`src/rtl/mips_run_monitor.sv`:
```
// -----------------------------------------------------------------------------
// mips_run_monitor
//
// Run controller / observer that sits beside the MIPS top level, in simulation
// and on the board. It sequences the processor reset, counts the cycles the
// processor runs, and detects program halt. Halt means the PC has stayed
// unchanged for HALT_WINDOW consecutive comparisons. On halt it takes a
// snapshot of NUM_CH display registers (v0, v1, ...) and offers that snapshot
// to a consumer through a valid/ack pair.
//
// Optional feature (build macro WATCHDOG_EN):
//   When defined, a watchdog ends the run after MAX_CYCLES-1 counted cycles if
//   no halt has been seen. The snapshot is still captured and timeout is raised
//   instead of halted. When undefined there is no watchdog logic at all,
//   timeout is tied low and MAX_CYCLES is only sanity-checked.
//
// Parameters
//   NUM_CH        number of display channels captured
//   DATA_W        width of each display channel and of pc
//   RESET_CYCLES  cycles cpu_reset stays high after Reset releases (>= 1)
//   HALT_WINDOW   consecutive equal-PC comparisons that declare halt (>= 2)
//   CNT_W         cycle counter width
//   MAX_CYCLES    watchdog limit (WATCHDOG_EN builds only)
//
// Ports
//   Clk           in   clock, all logic on the rising edge
//   Reset         in   synchronous, active-high
//   pc            in   processor PC
//   display       in   channel k at [k*DATA_W +: DATA_W]
//   result_ack    in   consumer accepts result (only looked at in DONE)
//   cpu_reset     out  registered reset to the processor
//   running       out  high while in RUN
//   halted        out  halt detected, sticky until Reset
//   timeout       out  watchdog expired, sticky until Reset
//   cycle_count   out  RUN cycles elapsed, saturating
//   result        out  captured display snapshot
//   result_valid  out  snapshot available
//
// Result handshake: result_valid rises on the edge that captures the
// snapshot. It then stays high, with result stable, until an edge samples
// result_ack=1 while valid is up. On that edge result_valid falls and never
// rises again until the next Reset. result_ack at any other time has no effect.
// -----------------------------------------------------------------------------
module mips_run_monitor #(
    parameter int NUM_CH       = 2,
    parameter int DATA_W       = 32,
    parameter int RESET_CYCLES = 4,
    parameter int HALT_WINDOW  = 8,
    parameter int CNT_W        = 32,
    parameter int MAX_CYCLES   = 1000
) (
    input  logic                     Clk,
    input  logic                     Reset,
    input  logic [DATA_W-1:0]        pc,
    input  logic [NUM_CH*DATA_W-1:0] display,
    input  logic                     result_ack,
    output logic                     cpu_reset,
    output logic                     running,
    output logic                     halted,
    output logic                     timeout,
    output logic [CNT_W-1:0]         cycle_count,
    output logic [NUM_CH*DATA_W-1:0] result,
    output logic                     result_valid
);

    // -------------------------------------------------------------------------
    // Elaboration-time parameter checks
    // -------------------------------------------------------------------------
    generate
        if (RESET_CYCLES < 1) begin : g_bad_reset_cycles
            $error("mips_run_monitor: RESET_CYCLES must be at least 1");
        end
        if (HALT_WINDOW < 2) begin : g_bad_halt_window
            $error("mips_run_monitor: HALT_WINDOW must be at least 2");
        end
        if (MAX_CYCLES < 1) begin : g_bad_max_cycles
            $error("mips_run_monitor: MAX_CYCLES must be at least 1");
        end
    endgenerate

    // -------------------------------------------------------------------------
    // Local sizing
    // -------------------------------------------------------------------------
    localparam int HOLD_W = (RESET_CYCLES > 1) ? $clog2(RESET_CYCLES) : 1;
    localparam int STAB_W = $clog2(HALT_WINDOW + 1);

    // Last value of the hold counter before leaving HOLD. The counter starts at
    // 0 on the first edge after Reset releases, so cpu_reset is high for
    // exactly RESET_CYCLES cycles.
    localparam logic [HOLD_W-1:0] HOLD_LAST = HOLD_W'(RESET_CYCLES - 1);

    // Stable-count value that, with one more equal compare, reaches HALT_WINDOW.
    localparam logic [STAB_W-1:0] STAB_LAST = STAB_W'(HALT_WINDOW - 1);

    // -------------------------------------------------------------------------
    // State
    // -------------------------------------------------------------------------
    typedef enum logic [1:0] {
        ST_HOLD = 2'd0,
        ST_RUN  = 2'd1,
        ST_DONE = 2'd2,
        ST_IDLE = 2'd3
    } state_t;

    state_t             state;
    logic [HOLD_W-1:0]  hold_cnt;
    logic [STAB_W-1:0]  stable_cnt;
    logic [DATA_W-1:0]  prev_pc;
    logic               prev_valid;

    // -------------------------------------------------------------------------
    // RUN-cycle decisions
    // -------------------------------------------------------------------------
    logic pc_equal;
    logic halt_now;
    logic wd_now;
    logic cnt_max;

    // The first RUN cycle has no previous PC to compare against.
    assign pc_equal = prev_valid && (pc == prev_pc);

    // This compare is the HALT_WINDOW-th equal compare in a row.
    assign halt_now = pc_equal && (stable_cnt == STAB_LAST);

    assign cnt_max  = &cycle_count;

`ifdef WATCHDOG_EN
    localparam logic [CNT_W-1:0] WD_LAST = CNT_W'(MAX_CYCLES - 1);

    // A halt seen in the same cycle takes priority over the watchdog.
    assign wd_now = (cycle_count == WD_LAST) && !halt_now;
`else
    assign wd_now = 1'b0;
`endif

    // -------------------------------------------------------------------------
    // Main sequencer
    // -------------------------------------------------------------------------
    always_ff @(posedge Clk) begin
        if (Reset) begin
            state        <= ST_HOLD;
            hold_cnt     <= '0;
            stable_cnt   <= '0;
            prev_pc      <= '0;
            prev_valid   <= 1'b0;
            cpu_reset    <= 1'b1;
            running      <= 1'b0;
            halted       <= 1'b0;
            cycle_count  <= '0;
            result       <= '0;
            result_valid <= 1'b0;
        end else begin
            case (state)
                ST_HOLD: begin
                    if (hold_cnt == HOLD_LAST) begin
                        // The processor leaves reset on the same edge that
                        // running rises.
                        state     <= ST_RUN;
                        cpu_reset <= 1'b0;
                        running   <= 1'b1;
                    end else begin
                        hold_cnt <= hold_cnt + 1'b1;
                    end
                end

                ST_RUN: begin
                    prev_pc    <= pc;
                    prev_valid <= 1'b1;

                    if (pc_equal) begin
                        stable_cnt <= stable_cnt + 1'b1;
                    end else begin
                        stable_cnt <= '0;
                    end

                    // The watchdog cycle is not counted, so the count shows
                    // MAX_CYCLES-1 when the watchdog fires.
                    if (!wd_now && !cnt_max) begin
                        cycle_count <= cycle_count + 1'b1;
                    end

                    if (halt_now || wd_now) begin
                        // Sample display in the same cycle the decision is
                        // made; this snapshot is never updated afterwards.
                        result       <= display;
                        result_valid <= 1'b1;
                        halted       <= halt_now;
                        running      <= 1'b0;
                        state        <= ST_DONE;
                    end
                end

                ST_DONE: begin
                    if (result_ack) begin
                        result_valid <= 1'b0;
                        state        <= ST_IDLE;
                    end
                end

                ST_IDLE: begin
                    // Wait for Reset. The processor keeps spinning in its
                    // halt loop with cpu_reset low.
                end

                default: begin
                    state <= ST_IDLE;
                end
            endcase
        end
    end

    // -------------------------------------------------------------------------
    // Watchdog flag
    // -------------------------------------------------------------------------
`ifdef WATCHDOG_EN
    always_ff @(posedge Clk) begin
        if (Reset) begin
            timeout <= 1'b0;
        end else if ((state == ST_RUN) && wd_now) begin
            timeout <= 1'b1;
        end
    end
`else
    assign timeout = 1'b0;
`endif

endmodule

```
`config.mk`:
```
export PLATFORM = sky130hd
export DESIGN_NAME = mips_run_monitor
export DESIGN_NICKNAME = d
export VERILOG_FILES = /design/src/rtl/mips_run_monitor.sv
export SDC_FILE = /design/constraint.sdc
export NUM_CORES = 1
export LEC_CHECK = 0
export CORE_MARGIN = 4
export CORE_UTILIZATION = 51
export CTS_BUF_LIST = sky130_fd_sc_hd__clkbuf_4 sky130_fd_sc_hd__clkbuf_8
export DETAILED_ROUTE_END_ITERATION = 10
export PLACE_DENSITY = 0.91
export SETUP_SLACK_MARGIN = 0.3
export SYNTH_ARGS = -nofsm -noshare
export SYNTH_HDL_FRONTEND = slang
export SYNTH_SLANG_ARGS = --single-unit
```
`constraint.sdc`:
```
create_clock -name Clk -period 3.9 [get_ports Clk]
set_input_delay 0.78 -clock Clk [delete_from_list [all_inputs] [get_ports Clk]]
set_output_delay 0.78 -clock Clk [all_outputs]
set_load 0.01 [all_outputs]
```
==> insert_results.sql <==
INSERT INTO impl_metrics (metric_group, metric, value, unit) VALUES
('run_status', 'outcome', 'completed', ''),
('timing', 'grt_setup_unrepaired', 'no', ''),
('placement', 'dp_hpwl', '11630', 'um'),
('critical_path', 'ff2ff_setup_slack', '1320', 'ps'),
('timing', 'whs', '453.6', 'ps'),
('power_and_ir_drop', 'p_per_area', '397.4', 'nW/um^2'),
('timing', 'final.setup.worst_slack', '900.8', 'ps'),
('timing', 'timing_worst_slew_pin_value', '836.4', 'ps'),
('min_path', 'min_path_type', 'reg -> reg', ''),
('min_path', 'hold_path.startpoint', 'result[13]', ''),
('die', 'design.die.area', '13570', 'sq um'),
('global_routing', 'grt.overflow.total', '0', ''),
('final_layout', 'most-common-layout-cells', 'sky130_fd_sc_hd__clkdlybuf4s50_1, sky130_fd_sc_hd__nand2_1, sky130_fd_sc_hd__dfxtp_1, sky130_fd_sc_hd__nor2_1, sky130_fd_sc_hd__a21oi_1', ''),
('clock_network', 'cts_buffer_depth', '2', ''),
('placement', 'dpl_worst_slack', '449.9', 'ps'),
('placement', 'placed_cells', '1009', ''),
('critical_path', 'critical_path_class', 'in -> reg', ''),
('timing', 'timing.final.crit_period', '2999', 'ps'),
('clock_network', 'tritoncts.num_buffers', '17', ''),
('die', 'core.rowCount', '39', ''),
('synthesis', 'synth.net_count', '805', ''),
('timing', 'clock.fmax', '333.4', 'MHz'),
('die', 'core', '11470', 'sq um'),
('critical_path', 'startpoint_type_of_the_worst_setup_path', 'input port', ''),
('synthesis', 'synth_async_sr_flop_share', '0', ''),
('critical_path', 'crit_path_end_kind', 'register', ''),
('timing', 'report.final.setup_viol', '0', ''),
('routing', 'route.vias.total', '5498', ''),
('synthesis', 'synthesis.instances', '698', ''),
('die', 'floorplan.initialDensity', '0.5235', ''),
('clock_network', 'worst_setup_hold_path_clk_slew', '80', 'ps'),
('global_routing', 'grt_first_pass_wirelength', '24720', 'um'),
('critical_path', 'critical_path.max_fanout', '35', ''),
('global_routing', 'grt_pass1_vias', '5241', ''),
('final_layout', 'final_common_cell', 'sky130_fd_sc_hd__clkdlybuf4s50_1', ''),
('synthesis', 'yosys.area.top_type', 'sky130_fd_sc_hd__dfxtp_1', ''),
('critical_path', 'ff2ff_path_depth', '8', ''),
('routing', 'postRouteAntennaNets', '0', ''),
('global_routing', 'grt_start_max_net_pins', '79', ''),
('timing', 'maxSlewHeadroom', '0.4372', ''),
('routing', 'postRouteWirelength', '15950', 'um'),
('synthesis', 'ys_warn_count', '0', ''),
('global_routing', 'gr-usage-all-layers', '0.2305', ''),
('power_and_ir_drop', 'ir_worst_vdd', '347.8', 'uV'),
('synthesis', 'synth.ff_latch_count', '141', ''),
('critical_path', 'worst_r2r_endpoint', 'cycle_count[29]', ''),
('critical_path', 'worst-endpoint-required', '4190', 'ps'),
('synthesis', 'yosysUniqueCellTypes', '48', ''),
('synthesis', 'synth_edf_count', '0', ''),
('critical_path', 'cp_data_arrival_time', '3290', 'ps'),
('synthesis', 'commonest_register_cell_after_synthesis', 'sky130_fd_sc_hd__dfxtp_1', ''),
('die', 'chipHeight', '116.5', 'um'),
('clock_network', 'clk-insertion-delay-late', '450', 'ps'),
('critical_path', 'critPathCapture', 'result[27]', ''),
('final_layout', 'nFillCells', '836', ''),
('synthesis', 'mapped_avg_cell_area', '8.601', 'sq um'),
('routing', 'detail_route.wl_per_cell', '15.32', 'um'),
('final_layout', 'diodes', '0', ''),
('run', 'timing.max_cap.violations', '0', ''),
('clock_network', 'clock_tree_root', 'sky130_fd_sc_hd__clkbuf_8', ''),
('placement', 'io_buffers', '198', ''),
('clock_network', 'cts_tree', 'built', ''),
('synthesis', 'synth_seq_area_share', '0.4702', ''),
('synthesis', 'synth_area_leaders', 'sky130_fd_sc_hd__dfxtp_1, sky130_fd_sc_hd__nand2_1, sky130_fd_sc_hd__xor2_1, sky130_fd_sc_hd__a21oi_1, sky130_fd_sc_hd__mux2i_1', ''),
('final_layout', 'final_layout_size_suffix_gt1_frac', '0.05234', ''),
('placement', 'gp_congestion', '0.8864', ''),
('power_and_ir_drop', 'power.static_leakage', '0.002970', 'uW'),
('final_layout', 'final-instance-count-excl-fill', '1041', ''),
('global_routing', 'number_of_antenna_violations_at_the_first_check_in_global_routing', '0', ''),
('timing', 'fin_skew', '12.13', 'ps'),
('timing', 'fin_setup_tns', '0', 'ps');
critical path, stage by stage:
cell	delay (ps)
sky130_fd_sc_hd__clkdlybuf4s50_1	450
sky130_fd_sc_hd__xor2_1	160
sky130_fd_sc_hd__nor4_1	550
sky130_fd_sc_hd__nand4b_1	250
sky130_fd_sc_hd__or4_4	690
sky130_fd_sc_hd__buf_4	270
sky130_fd_sc_hd__nand2_1	80
sky130_fd_sc_hd__a21oi_1	60
through the flow:
| stage | utilization | cell area (sq um) |
|---|---|---|
| after global placement | 0.7010 | 8039 |
| after global routing | 0.7362 | 8442 |
| after detailed placement | 0.7010 | 8039 |
| after CTS | 0.7362 | 8442 |
| after floorplan | - | 6003 |
| final | 0.7362 | 8442 |
how the worst min path moves through the flow:
stage / endpoint / depth (start not counted)
floorplan: prev_valid / 2
global placement: result[9] / 2
detailed placement: result[30] / 2
CTS: result[30] / 2
global route: result[30] / 2
finish: result[13] / 2
metal layers:
metal | vias to the layer above | global-route usage | routed length, um
met5 | - | 0 | 0
met3 | 28 | 0.06166 | 1256
met4 | 0 | 0.1005 | 395
met2 | 191 | 0.3955 | 7890
li1 | 2724 | - | -
met1 | 2555 | 0.2704 | 6409
registers in the layout, summed over array words and instances (netlist names):
name,flops
cpu_reset,1
cycle_count,32
halted,1
hold_cnt,2
prev_pc,32
prev_valid,1
result,64
result_valid,1
running,1
stable_cnt,4
state,2
Yosys cell counts (9+ instances only):
library cell / number
sky130_fd_sc_hd__a21oi_1: 72
sky130_fd_sc_hd__nor2b_1: 16
sky130_fd_sc_hd__nand3_1: 16
sky130_fd_sc_hd__mux2i_1: 35
sky130_fd_sc_hd__nand2_1: 143
sky130_fd_sc_hd__clkbuf_1: 19
sky130_fd_sc_hd__xor2_1: 45
sky130_fd_sc_hd__nand4_1: 14
sky130_fd_sc_hd__nor3_1: 9
sky130_fd_sc_hd__dfxtp_1: 141
sky130_fd_sc_hd__nor4_1: 12
sky130_fd_sc_hd__nor2_1: 73
kinds of logic (layout without fill, tap and decap cells):
group                    after synthesis  after routing  synth area share
XOR/XNOR                              53             53           0.07732
AO/OA/AOI/OAI                         92             92           0.08670
buffers and inverters                 46            246           0.04043
flip-flops                           141            141            0.4702
other                                  1              1         0.0006247
AND/OR/NAND/NOR                      322            322            0.2497
adder cells (fa/ha/maj)                8              8           0.01667
multiplexers                          35             35           0.05836
cell type report:
class | instances | area, sq um | share of cell area
clock buffer | 19 | 261.5 | 0.03098
clock inverter | 13 | 141.4 | 0.01675
inverter | 9 | 33.78 | 0.004002
multi-input combinational | 511 | 2947 | 0.3490
sequential | 141 | 2823 | 0.3344
tap | 143 | 178.9 | 0.02119
timing repair buffer | 205 | 2057 | 0.2437
report_power, final:
part	internal [uW]	total, uW	switching, uW
Combinational	300	572	272
Clock	602	1170	568
Sequential	1540	1610	76.2
(Power assumes the default switching activity.)
